**src/rtl/alu_issue_ctrl_pkg.sv**
```systemverilog
// Shared definitions for the ALU issue front end: opcodes, condition codes,
// flag bit indices, alu_ctrl field offsets, FSM states and the opcode decoder.
package alu_issue_ctrl_pkg;

  localparam logic [7:0] ALU_ADD   = 8'h00;
  localparam logic [7:0] ALU_SUB   = 8'h01;
  localparam logic [7:0] ALU_MULL  = 8'h02;
  localparam logic [7:0] ALU_UMULL = 8'h03;
  localparam logic [7:0] ALU_AND   = 8'h04;
  localparam logic [7:0] ALU_OR    = 8'h05;
  localparam logic [7:0] ALU_XOR   = 8'h06;
  localparam logic [7:0] ALU_NAND  = 8'h07;
  localparam logic [7:0] ALU_NOR   = 8'h08;
  localparam logic [7:0] ALU_XNOR  = 8'h09;
  localparam logic [7:0] ALU_CMP   = 8'h0A;
  localparam logic [7:0] ALU_LSL   = 8'h0B;
  localparam logic [7:0] ALU_LSR   = 8'h0C;
  localparam logic [7:0] ALU_ASL   = 8'h0D;
  localparam logic [7:0] ALU_ASR   = 8'h0E;
  localparam logic [7:0] ALU_ROR   = 8'h0F;
  localparam logic [7:0] ALU_FADD  = 8'h10;
  localparam logic [7:0] ALU_FSUB  = 8'h11;

  localparam logic [3:0] COND_AL = 4'd0;
  localparam logic [3:0] COND_EQ = 4'd1;
  localparam logic [3:0] COND_NE = 4'd2;
  localparam logic [3:0] COND_CS = 4'd3;
  localparam logic [3:0] COND_CC = 4'd4;
  localparam logic [3:0] COND_MI = 4'd5;
  localparam logic [3:0] COND_PL = 4'd6;
  localparam logic [3:0] COND_VS = 4'd7;
  localparam logic [3:0] COND_VC = 4'd8;
  localparam logic [3:0] COND_HI = 4'd9;
  localparam logic [3:0] COND_LS = 4'd10;
  localparam logic [3:0] COND_GE = 4'd11;
  localparam logic [3:0] COND_LT = 4'd12;
  localparam logic [3:0] COND_GT = 4'd13;
  localparam logic [3:0] COND_LE = 4'd14;
  localparam logic [3:0] COND_UN = 4'd15;

  // Flag vector order is {nan, subnormal, inf, cout, overflow, zero, negative}
  localparam int FLAG_N   = 0;
  localparam int FLAG_Z   = 1;
  localparam int FLAG_V   = 2;
  localparam int FLAG_C   = 3;
  localparam int FLAG_INF = 4;
  localparam int FLAG_SUB = 5;
  localparam int FLAG_NAN = 6;

  localparam int CTRL_ADD_SUB    = 0;
  localparam int CTRL_SIGNED_MUL = 1;
  localparam int CTRL_NEGATE     = 2;
  localparam int CTRL_SIGNED_CMP = 3;
  localparam int CTRL_FP_ADD_SUB = 4;
  localparam int CTRL_SHIFT_LSB  = 5;

  localparam logic [2:0] SHIFT_LSL = 3'd0;
  localparam logic [2:0] SHIFT_LSR = 3'd1;
  localparam logic [2:0] SHIFT_ASL = 3'd2;
  localparam logic [2:0] SHIFT_ASR = 3'd3;
  localparam logic [2:0] SHIFT_ROR = 3'd4;

  typedef enum logic [1:0] {
    ST_IDLE = 2'd0,
    ST_EXEC = 2'd1,
    ST_RESP = 2'd2
  } issueState_e;

  // Unknown opcodes decode to all-zero controls and are passed through as-is
  function automatic logic [7:0] decodeCtrl(input logic [7:0] op);
    logic [7:0] ctrl;
    ctrl = 8'h00;
    case (op)
      ALU_SUB:                      ctrl[CTRL_ADD_SUB]    = 1'b1;
      ALU_MULL:                     ctrl[CTRL_SIGNED_MUL] = 1'b1;
      ALU_NAND, ALU_NOR, ALU_XNOR:  ctrl[CTRL_NEGATE]     = 1'b1;
      ALU_CMP:                      ctrl[CTRL_SIGNED_CMP] = 1'b1;
      ALU_FSUB:                     ctrl[CTRL_FP_ADD_SUB] = 1'b1;
      ALU_LSL: ctrl[CTRL_SHIFT_LSB +: 3] = SHIFT_LSL;
      ALU_LSR: ctrl[CTRL_SHIFT_LSB +: 3] = SHIFT_LSR;
      ALU_ASL: ctrl[CTRL_SHIFT_LSB +: 3] = SHIFT_ASL;
      ALU_ASR: ctrl[CTRL_SHIFT_LSB +: 3] = SHIFT_ASR;
      ALU_ROR: ctrl[CTRL_SHIFT_LSB +: 3] = SHIFT_ROR;
      ALU_ADD, ALU_UMULL, ALU_AND, ALU_OR, ALU_XOR, ALU_FADD: ctrl = 8'h00;
      default: ctrl = 8'h00;
    endcase
    return ctrl;
  endfunction

endpackage

```
**src/rtl/alu_issue_ctrl_cond_eval.sv**
```systemverilog
// Condition-code evaluator: decides whether an op executes given the held
// flag register (N, Z, C, V and U = nan).
module alu_cond_eval
  import alu_issue_ctrl_pkg::*;
#(
  parameter int FLAGS_W = 7
) (
  input  logic [3:0]         cond,
  input  logic [FLAGS_W-1:0] flags,
  output logic               pass
);

  logic n, z, c, v, u;
  logic unused_flags;

  assign n = flags[FLAG_N];
  assign z = flags[FLAG_Z];
  assign c = flags[FLAG_C];
  assign v = flags[FLAG_V];
  assign u = flags[FLAG_NAN];
  // inf and subnormal never take part in a condition
  assign unused_flags = flags[FLAG_INF] ^ flags[FLAG_SUB];

  always_comb begin
    pass = 1'b0;
    case (cond)
      COND_AL: pass = 1'b1;
      COND_EQ: pass = z;
      COND_NE: pass = ~z;
      COND_CS: pass = c;
      COND_CC: pass = ~c;
      COND_MI: pass = n;
      COND_PL: pass = ~n;
      COND_VS: pass = v;
      COND_VC: pass = ~v;
      COND_HI: pass = c & ~z;
      COND_LS: pass = ~c | z;
      COND_GE: pass = (n == v);
      COND_LT: pass = (n != v);
      COND_GT: pass = ~z & (n == v);
      COND_LE: pass = z | (n != v);
      COND_UN: pass = u;
      default: pass = 1'b0;
    endcase
  end

endmodule

```
**src/rtl/alu_issue_ctrl.sv**
```systemverilog
// Issue/response sequencer around the combinational ALU core (IDLE->EXEC->RESP).
// Optional ALU_ISSUE_STATS_EN adds saturating executed/skipped op counters.
module alu_issue_ctrl
  import alu_issue_ctrl_pkg::*;
#(
  parameter int WIDTH   = 16,
  parameter int FLAGS_W = 7
) (
  input  logic               clk,
  input  logic               rst_n,
  input  logic               req_valid,
  output logic               req_ready,
  input  logic [7:0]         req_opcode,
  input  logic [WIDTH-1:0]   req_x,
  input  logic [WIDTH-1:0]   req_y,
  input  logic [3:0]         req_cond,
  input  logic               req_set_flags,
  output logic               resp_valid,
  input  logic               resp_ready,
  output logic [WIDTH-1:0]   resp_r,
  output logic [FLAGS_W-1:0] resp_flags,
  output logic               resp_executed,
  output logic [FLAGS_W-1:0] flags,
  output logic [WIDTH-1:0]   alu_x,
  output logic [WIDTH-1:0]   alu_y,
  output logic [7:0]         alu_opcode,
  output logic [7:0]         alu_ctrl,
  input  logic [WIDTH-1:0]   alu_r,
  input  logic [FLAGS_W-1:0] alu_flags
`ifdef ALU_ISSUE_STATS_EN
  ,
  input  logic               stat_clr,
  output logic [15:0]        stat_exec,
  output logic [15:0]        stat_skip
`endif
);

  issueState_e state_q, state_d;

  logic [WIDTH-1:0]   aluX_q, aluX_d;
  logic [WIDTH-1:0]   aluY_q, aluY_d;
  logic [7:0]         aluOp_q, aluOp_d;
  logic [7:0]         aluCtrl_q, aluCtrl_d;
  logic [3:0]         cond_q, cond_d;
  logic               setFlags_q, setFlags_d;
  logic [FLAGS_W-1:0] flags_q, flags_d;
  logic [WIDTH-1:0]   respR_q, respR_d;
  logic [FLAGS_W-1:0] respFlags_q, respFlags_d;
  logic               respExec_q, respExec_d;
  logic               condPass;

  alu_cond_eval #(.FLAGS_W(FLAGS_W)) u_cond_eval (
    .cond  (cond_q),
    .flags (flags_q),
    .pass  (condPass)
  );

  always_comb begin
    state_d     = state_q;
    aluX_d      = aluX_q;
    aluY_d      = aluY_q;
    aluOp_d     = aluOp_q;
    aluCtrl_d   = aluCtrl_q;
    cond_d      = cond_q;
    setFlags_d  = setFlags_q;
    flags_d     = flags_q;
    respR_d     = respR_q;
    respFlags_d = respFlags_q;
    respExec_d  = respExec_q;
    case (state_q)
      ST_IDLE: begin
        if (req_valid) begin
          aluX_d     = req_x;
          aluY_d     = req_y;
          aluOp_d    = req_opcode;
          aluCtrl_d  = decodeCtrl(req_opcode);
          cond_d     = req_cond;
          setFlags_d = req_set_flags;
          state_d    = ST_EXEC;
        end
      end
      // The core is combinational, so its outputs are already valid here
      ST_EXEC: begin
        respExec_d  = condPass;
        respFlags_d = flags_q;
        if (condPass) begin
          respR_d = alu_r;
          if (setFlags_q) begin
            flags_d     = alu_flags;
            respFlags_d = alu_flags;
          end
        end else begin
          respR_d = '0;
        end
        state_d = ST_RESP;
      end
      ST_RESP: begin
        if (resp_ready) begin
          state_d = ST_IDLE;
        end
      end
      default: state_d = ST_IDLE;
    endcase
  end

  always_ff @(posedge clk or negedge rst_n) begin
    if (!rst_n) begin
      state_q     <= ST_IDLE;
      aluX_q      <= '0;
      aluY_q      <= '0;
      aluOp_q     <= '0;
      aluCtrl_q   <= '0;
      cond_q      <= '0;
      setFlags_q  <= 1'b0;
      flags_q     <= '0;
      respR_q     <= '0;
      respFlags_q <= '0;
      respExec_q  <= 1'b0;
    end else begin
      state_q     <= state_d;
      aluX_q      <= aluX_d;
      aluY_q      <= aluY_d;
      aluOp_q     <= aluOp_d;
      aluCtrl_q   <= aluCtrl_d;
      cond_q      <= cond_d;
      setFlags_q  <= setFlags_d;
      flags_q     <= flags_d;
      respR_q     <= respR_d;
      respFlags_q <= respFlags_d;
      respExec_q  <= respExec_d;
    end
  end

  assign req_ready     = (state_q == ST_IDLE);
  assign resp_valid    = (state_q == ST_RESP);
  assign resp_r        = respR_q;
  assign resp_flags    = respFlags_q;
  assign resp_executed = respExec_q;
  assign flags         = flags_q;
  assign alu_x         = aluX_q;
  assign alu_y         = aluY_q;
  assign alu_opcode    = aluOp_q;
  assign alu_ctrl      = aluCtrl_q;

`ifdef ALU_ISSUE_STATS_EN
  logic [15:0] statExec_q, statSkip_q;

  // Counters stick at all-ones rather than wrapping
  always_ff @(posedge clk or negedge rst_n) begin
    if (!rst_n) begin
      statExec_q <= '0;
      statSkip_q <= '0;
    end else if (stat_clr) begin
      statExec_q <= '0;
      statSkip_q <= '0;
    end else if (state_q == ST_EXEC) begin
      if (condPass && (statExec_q != 16'hFFFF)) begin
        statExec_q <= statExec_q + 16'd1;
      end
      if (!condPass && (statSkip_q != 16'hFFFF)) begin
        statSkip_q <= statSkip_q + 16'd1;
      end
    end
  end

  assign stat_exec = statExec_q;
  assign stat_skip = statSkip_q;
`endif

endmodule
```
**config.mk**
```make
export PLATFORM = sky130hd
export DESIGN_NAME = alu_issue_ctrl
export DESIGN_NICKNAME = d
export VERILOG_FILES = /design/src/rtl/alu_issue_ctrl_pkg.sv /design/src/rtl/alu_issue_ctrl_cond_eval.sv /design/src/rtl/alu_issue_ctrl.sv
export SDC_FILE = /design/constraint.sdc
export NUM_CORES = 1
export LEC_CHECK = 0
export CORE_MARGIN = 2
export CORE_UTILIZATION = 40
export DETAILED_ROUTE_END_ITERATION = 16
export PLACE_DENSITY = 0.89
export SYNTH_ARGS = -nofsm -noshare
export SYNTH_HDL_FRONTEND = slang
export SYNTH_SLANG_ARGS = --single-unit
```
**constraint.sdc**
```tcl
create_clock -name clk -period 2 [get_ports clk]
set_clock_uncertainty 0.05 [all_clocks]
set_input_delay 0.2 -clock clk [delete_from_list [all_inputs] [get_ports clk]]
set_output_delay 0.2 -clock clk [all_outputs]
set_load 0.005 [all_outputs]
```
; ---- After elaboration in Yosys (flattened, before gate mapping)
; Index checks and enable logic that the tools add are counted.
[op_classes]
n_lt_le_gt_ge = 0
n_div = 0
addsub = 0
reduce_logical = 6
n_bitwise = 8
n_shift = 0
n_mux = 13
n_eq_ne = 32
n_mul = 0
[ops]
columns = operator, n
row1 = equality test 8 x 4 -> 1 bit (second input constant), 7
row2 = equality test 4 bit (second input constant), 8
row3 = equality test 4 x 3 -> 1 bit (second input constant), 4
row4 = two-way mux 16 bit, 1
row5 = case mux 1 bit (16 select lines), 1
row6 = two-way mux 7 bit, 2
row7 = case mux 3 bit (4 select lines), 1
row8 = equality test 4 x 2 -> 1 bit (second input constant), 2
row9 = equality test 8 x 1 -> 1 bit (second input constant), 1
row10 = equality test 8 x 2 -> 1 bit (second input constant), 1
row11 = equality test 8 x 3 -> 1 bit (second input constant), 1
row12 = equality test 8 x 5 -> 1 bit (second input constant), 1
row13 = case mux 2 bit (3 select lines), 1
row14 = two-way mux 1 bit, 5
row15 = equality test 4 x 1 -> 1 bit (second input constant), 1
row16 = logical NOT 4 bit, 1
row17 = two-way mux 2 bit, 2
row18 = inverter 1 bit, 4
row19 = AND reduction 2 bit, 2
row20 = AND reduction 3 bit, 1
row21 = OR reduction 3 bit, 1
row22 = bitwise AND 1 bit, 2
row23 = equality test 2 x 1 -> 1 bit (second input constant), 1
row24 = equality test 2 bit (second input constant), 1
row25 = other kinds (6), 7
[totals]
ff_bits = 79
mem_bits_ro = 0
output_inout_bits = 81
mem_count = 0
ram_bits = 0
input_bits = 72
elab_cells = 69
latchBits = 0

; ---- Longest topological paths before layout
[logic_depth]
ltp_word = 4
mapped_depth = 8
mapped_depth_nobuf = 5

; ---- Hierarchy
; A second synthesis with hierarchy kept.
[unflattened]
hier_cells = 352
area_unflattened_um2 = 3274.4
[by_module_without_submodules]
columns = module, cells_per_inst, seq_area_each_um2, instances, area_each_um2
row1 = alu_issue_ctrl, 331, 1976.9, 1, 3118.0
row2 = alu_cond_eval, 21, 0.0, 1, 156.4

; ---- Least setup slack after synthesis
; No wires, ideal clock.
[synth_timing]
path_kind = flip-flop to flip-flop
start = register cond_q[1]
end = register respR_q[10], in the netlist resp_r[10]
path_slack_ps = 204
arrival_ps = 1625
stages_incl_launch_ff = 9
setup_ps = 121
period_less_slack_ps = 1796
n_path_buf = 3
required_ps = 1829
cell_sequence = dfrtp_1 -> buf_4 -> and3_1 -> a2111oi_2 -> nor4_2 -> o21a_1 -> buf_6 -> buf_6 -> a22o_1
[synth_via]
elab_chain_len = 3
word_cells_on_any_way = 18
classes_between = eq/ne (15) / mux (2) / reduce/logical (1)
[synth_lines]
columns = element, line
row1 = start: declaration, alu_issue_ctrl.sv:44  ; logic [3:0] cond_q, cond_d;
row2 = start signal: assignment, alu_issue_ctrl.sv:125  ; cond_q <= cond_d;
row3 = "equality test 4 bit, or another cell as far along", alu_issue_ctrl_cond_eval.sv:26  ; case (cond)
row4 = case mux 1 bit (16 select lines) (*), alu_issue_ctrl_cond_eval.sv:26
row5 = two-way mux 16 bit (*), alu_issue_ctrl.sv:86  ; if (condPass) begin
row6 = end signal: assignment, alu_issue_ctrl.sv:128  ; respR_q <= respR_d;
row7 = end: declaration, alu_issue_ctrl.sv:47  ; logic [WIDTH-1:0] respR_q, respR_d;
; Every way passes the cells marked *; elsewhere a longest branch is shown, timed or not.
; A chain may end at the register's enable or synchronous reset.

==> results by group <==
Die
  – # rows: 32
  – Die height: roughly 93 um
  – Core area: ~7700 um2
  – Initial Utilization: 0.4135
  – Number of placed I/O pins: roughly 150
  – Die Area: about 8700 um2
  – Chip width: 93.38 um

Worst setup path
  – Worst Path Required: 2170 ps
  – CP Buf/Inv Count: 1
  – Slowest CP cell: dfrtp_1
  – Cell family with most CP delay: compound AO/OA/AOI/OAI gates
  – Critical path class: reg -> reg
  – Critical Path Sink Type: register
  – R2R depth: 6
  – Reg2reg setup slack: ~90 ps
  – Maximum fanout along the worst path: 6
  – Crit start category: register
  – Critical path depth: 6
  – Crit path cell chain: xor2_1, o311a_1, o221ai_2, o211ai_2, buf_4, mux2_2
  – Crit path DAT: approximately 2100 ps
  – CP max stage delay: roughly 450 ps

Detailed routing
  – Final WL: 8.524 mm
  – ANT nets after route: 0
  – TritonRoute pass-1 iters: 4
  – DR DRC count: 0
  – Drt via density: approximately 4.8
  – Initial DRC count: 91
  – Vias: approximately 2,800
  – WL per Instance: about 15 um

Timing
  – Fmax: ~520 MHz
  – Setup TNS Final: 0 ps
  – Minimum clock period: roughly 1900 ps
  – Relative slew slack: 0.6648
  – Hold violation count in the final report: 0
  – Final setup violation count: 0
  – Final Cycle Share: 0.9543
  – Slew Viols, Final: 0
  – Worst hold slack: 310.0 ps
  – Worst Tran Pin Value: ~500 ps

Placed design
  – Port bufs: about 150
  – DP Wirelength: 6.055 mm
  – Final Wtd Congestion: 0.7770

Worst hold path
  – Worst hold-check path type: in -> async

Global routing
  – First-pass GRT wire length: around 14 mm
  – Antenna violations before repair: 0
  – Total grt overflow: 0
  – Vias in the first global route: between 2,000 and 3,000
  – Pin count of the biggest net entering global routing: between 40 and 50
  – Total GRT Usage: 0.2004

Yosys
  – Post-synth top flop: dfrtp_1
  – FFs w/ async S/R, synth: 1.000
  – Number of distinct library cells after synthesis: 37
  – Warnings from Yosys: 0
  – Seq/Total Area, Yosys: 0.6186
  – Number of synthesized flops with an enable pin: 0
  – Post-Syn Nets: roughly 380
  – Syn_area_per_cell: approximately 10 um2
  – Synthesized area: 3196 um2
  – Register bit total from synthesis: 79
  – Gate Count Post-Synth: roughly 310

Flow run
  – Max Cap Viol: 0

CTS
  – Clock H-tree levels: 3
  – # Post-CTS Setup Buffers: 0
  – CTS tree: done
  – CTS Buf Count: 9
  – Clk slew on worst S/H paths: 80 ps
  – Clock buffer depth: 2
  – Worst-skew pair later-pin latency: 350 ps
  – Clock sink count: approximately 80
  – Root Driver: clkbuf_8

Pwr
  – Leakage power: between 2 and 2.5 nW
  – Pwr dens: roughly 1400 nW/um2
  – Maximum vdd ir drop: between 0.7 and 0.8 mV

Run status
  – Status: complete, no violations

Final layout
  – Diodes inserted: 0
  – Share of post-route cells with drive strength above 1: 0.09402
  – Area Growth Syn to Fin: 58.65%
  – Nets: between 500 and 600
==> cell usage in the layout, fill, tap and decap left out, types with 2 or more instances in the layout <==
cell / instances
mux2_2: 7
dfrtp_1: 78
a22o_1: 20
clkdlybuf4s50_1: 151
nor2_1: 2
bufinv_16: 2
o21ai_0: 7
or3_1: 2
buf_4: 10
inv_1: 4
nand2b_1: 3
a32o_1: 2
buf_12: 2
mux2i_1: 2
clkbuf_8: 11
xor2_1: 2
and3_1: 2
nand2_1: 137
nor4_2: 2
clkinvlp_4: 2
==> metrics by stage <==
stage | cells | util | instance area (um2) | worst slack [ps] | total power [mW]
CTS | 570 | 0.6543 | 5056 | 56.04 | 7.279
global placement | 553 | 0.6229 | 4813 | -83.22 | 5.763
floorplan | 312 | - | 3196 | 204.4 | 4.063
global route | 570 | 0.6561 | 5070 | -0.4499 | 7.709
finish | 570 | 0.6561 | 5070 | 91.38 | 7.213
detailed placement | 553 | 0.6229 | 4813 | -135.2 | 5.894
==> synth_stat cells (2+ instances only) <==
cell | number | share of area
nand2_1 | 137 | 0.16
dfrtp_1 | 79 | 0.62
a22o_1 | 20 | 0.055
clkbuf_1 | 12 | 0.014
buf_4 | 8 | 0.019
mux2_2 | 7 | 0.025
o21ai_0 | 7 | 0.011
inv_1 | 4 | 0.0047
nand2b_1 | 3 | 0.0059
a32o_1 | 2 | 0.0063
and3_1 | 2 | 0.0039
buf_6 | 2 | 0.0070
mux2i_1 | 2 | 0.0063
nor2_1 | 2 | 0.0024
or3_1 | 2 | 0.0039
xor2_1 | 2 | 0.0055
==> power breakdown <==
group | internal, mW | total (mW) | switching [mW]
Combinational | 1.90 | 3.12 | 1.22
Clock | 0.769 | 1.35 | 0.582
Sequential | 2.27 | 2.74 | 0.470
==> cell type report <==
type	instances	area (um2)
Clock buffer	11	151.4
Fill cell	582	2658
Sequential cell	79	1978
Multi-Input combinational cell	204	1077
Clock inverter	5	80.08
Inverter	5	18.77
Timing Repair Buffer	164	1637
Tap cell	102	127.6
==> logic make-up (layout without fill, tap and decap cells) <==
logic type / Yosys count / after routing / share of synthesized area
flip-flops: 79 / 79 / 0.6186
XOR/XNOR: 2 / 2 / 0.005483
AND/OR/NAND/NOR: 155 / 155 / 0.1989
AO/OA/AOI/OAI: 38 / 38 / 0.09749
multiplexers: 9 / 9 / 0.03093
buffers and inverters: 29 / 185 / 0.04855
==> routing by layer <==
metal / track usage / wire length (um) / share of wire
met5: 0 / 0 / 0
met4: 0.06985 / 129 / 0.015
met3: 0.08380 / 823 / 0.097
met2: 0.3183 / 4053 / 0.48
met1: 0.2458 / 3518 / 0.41
==> final timing paths <==
| path | start | endpoint |
|---|---|---|
| worst max-delay path | resp_flags[2] | resp_flags[5] |
| max in group asynchronous | rst_n | alu_y[12] |
| worst min register to register | alu_x[14] | alu_x[14] |
| worst min-delay path | rst_n | resp_flags[0] |
| worst max register to register | resp_flags[2] | resp_flags[5] |
| min in group clk | req_y[10] | alu_y[10] |
==> flip-flops by register name (all words and copies together) (netlist names) <==
name and count:
alu_ctrl 8, alu_opcode 8, alu_x 16, alu_y 16
cond_q 4, resp_executed 1, resp_flags 7, resp_r 16
setFlags_q 1, state_q 2
==> timing repair <==
action                                 in CTS  in global routing
endpoints found under the hold margin      36                  0
setup endpoints to repair                  17                 25
gates resized for setup                     1                  3
pin swaps                                   0                  0
hold buffers                                1                  0
No activity file was read; power rests on OpenSTA's default activity.
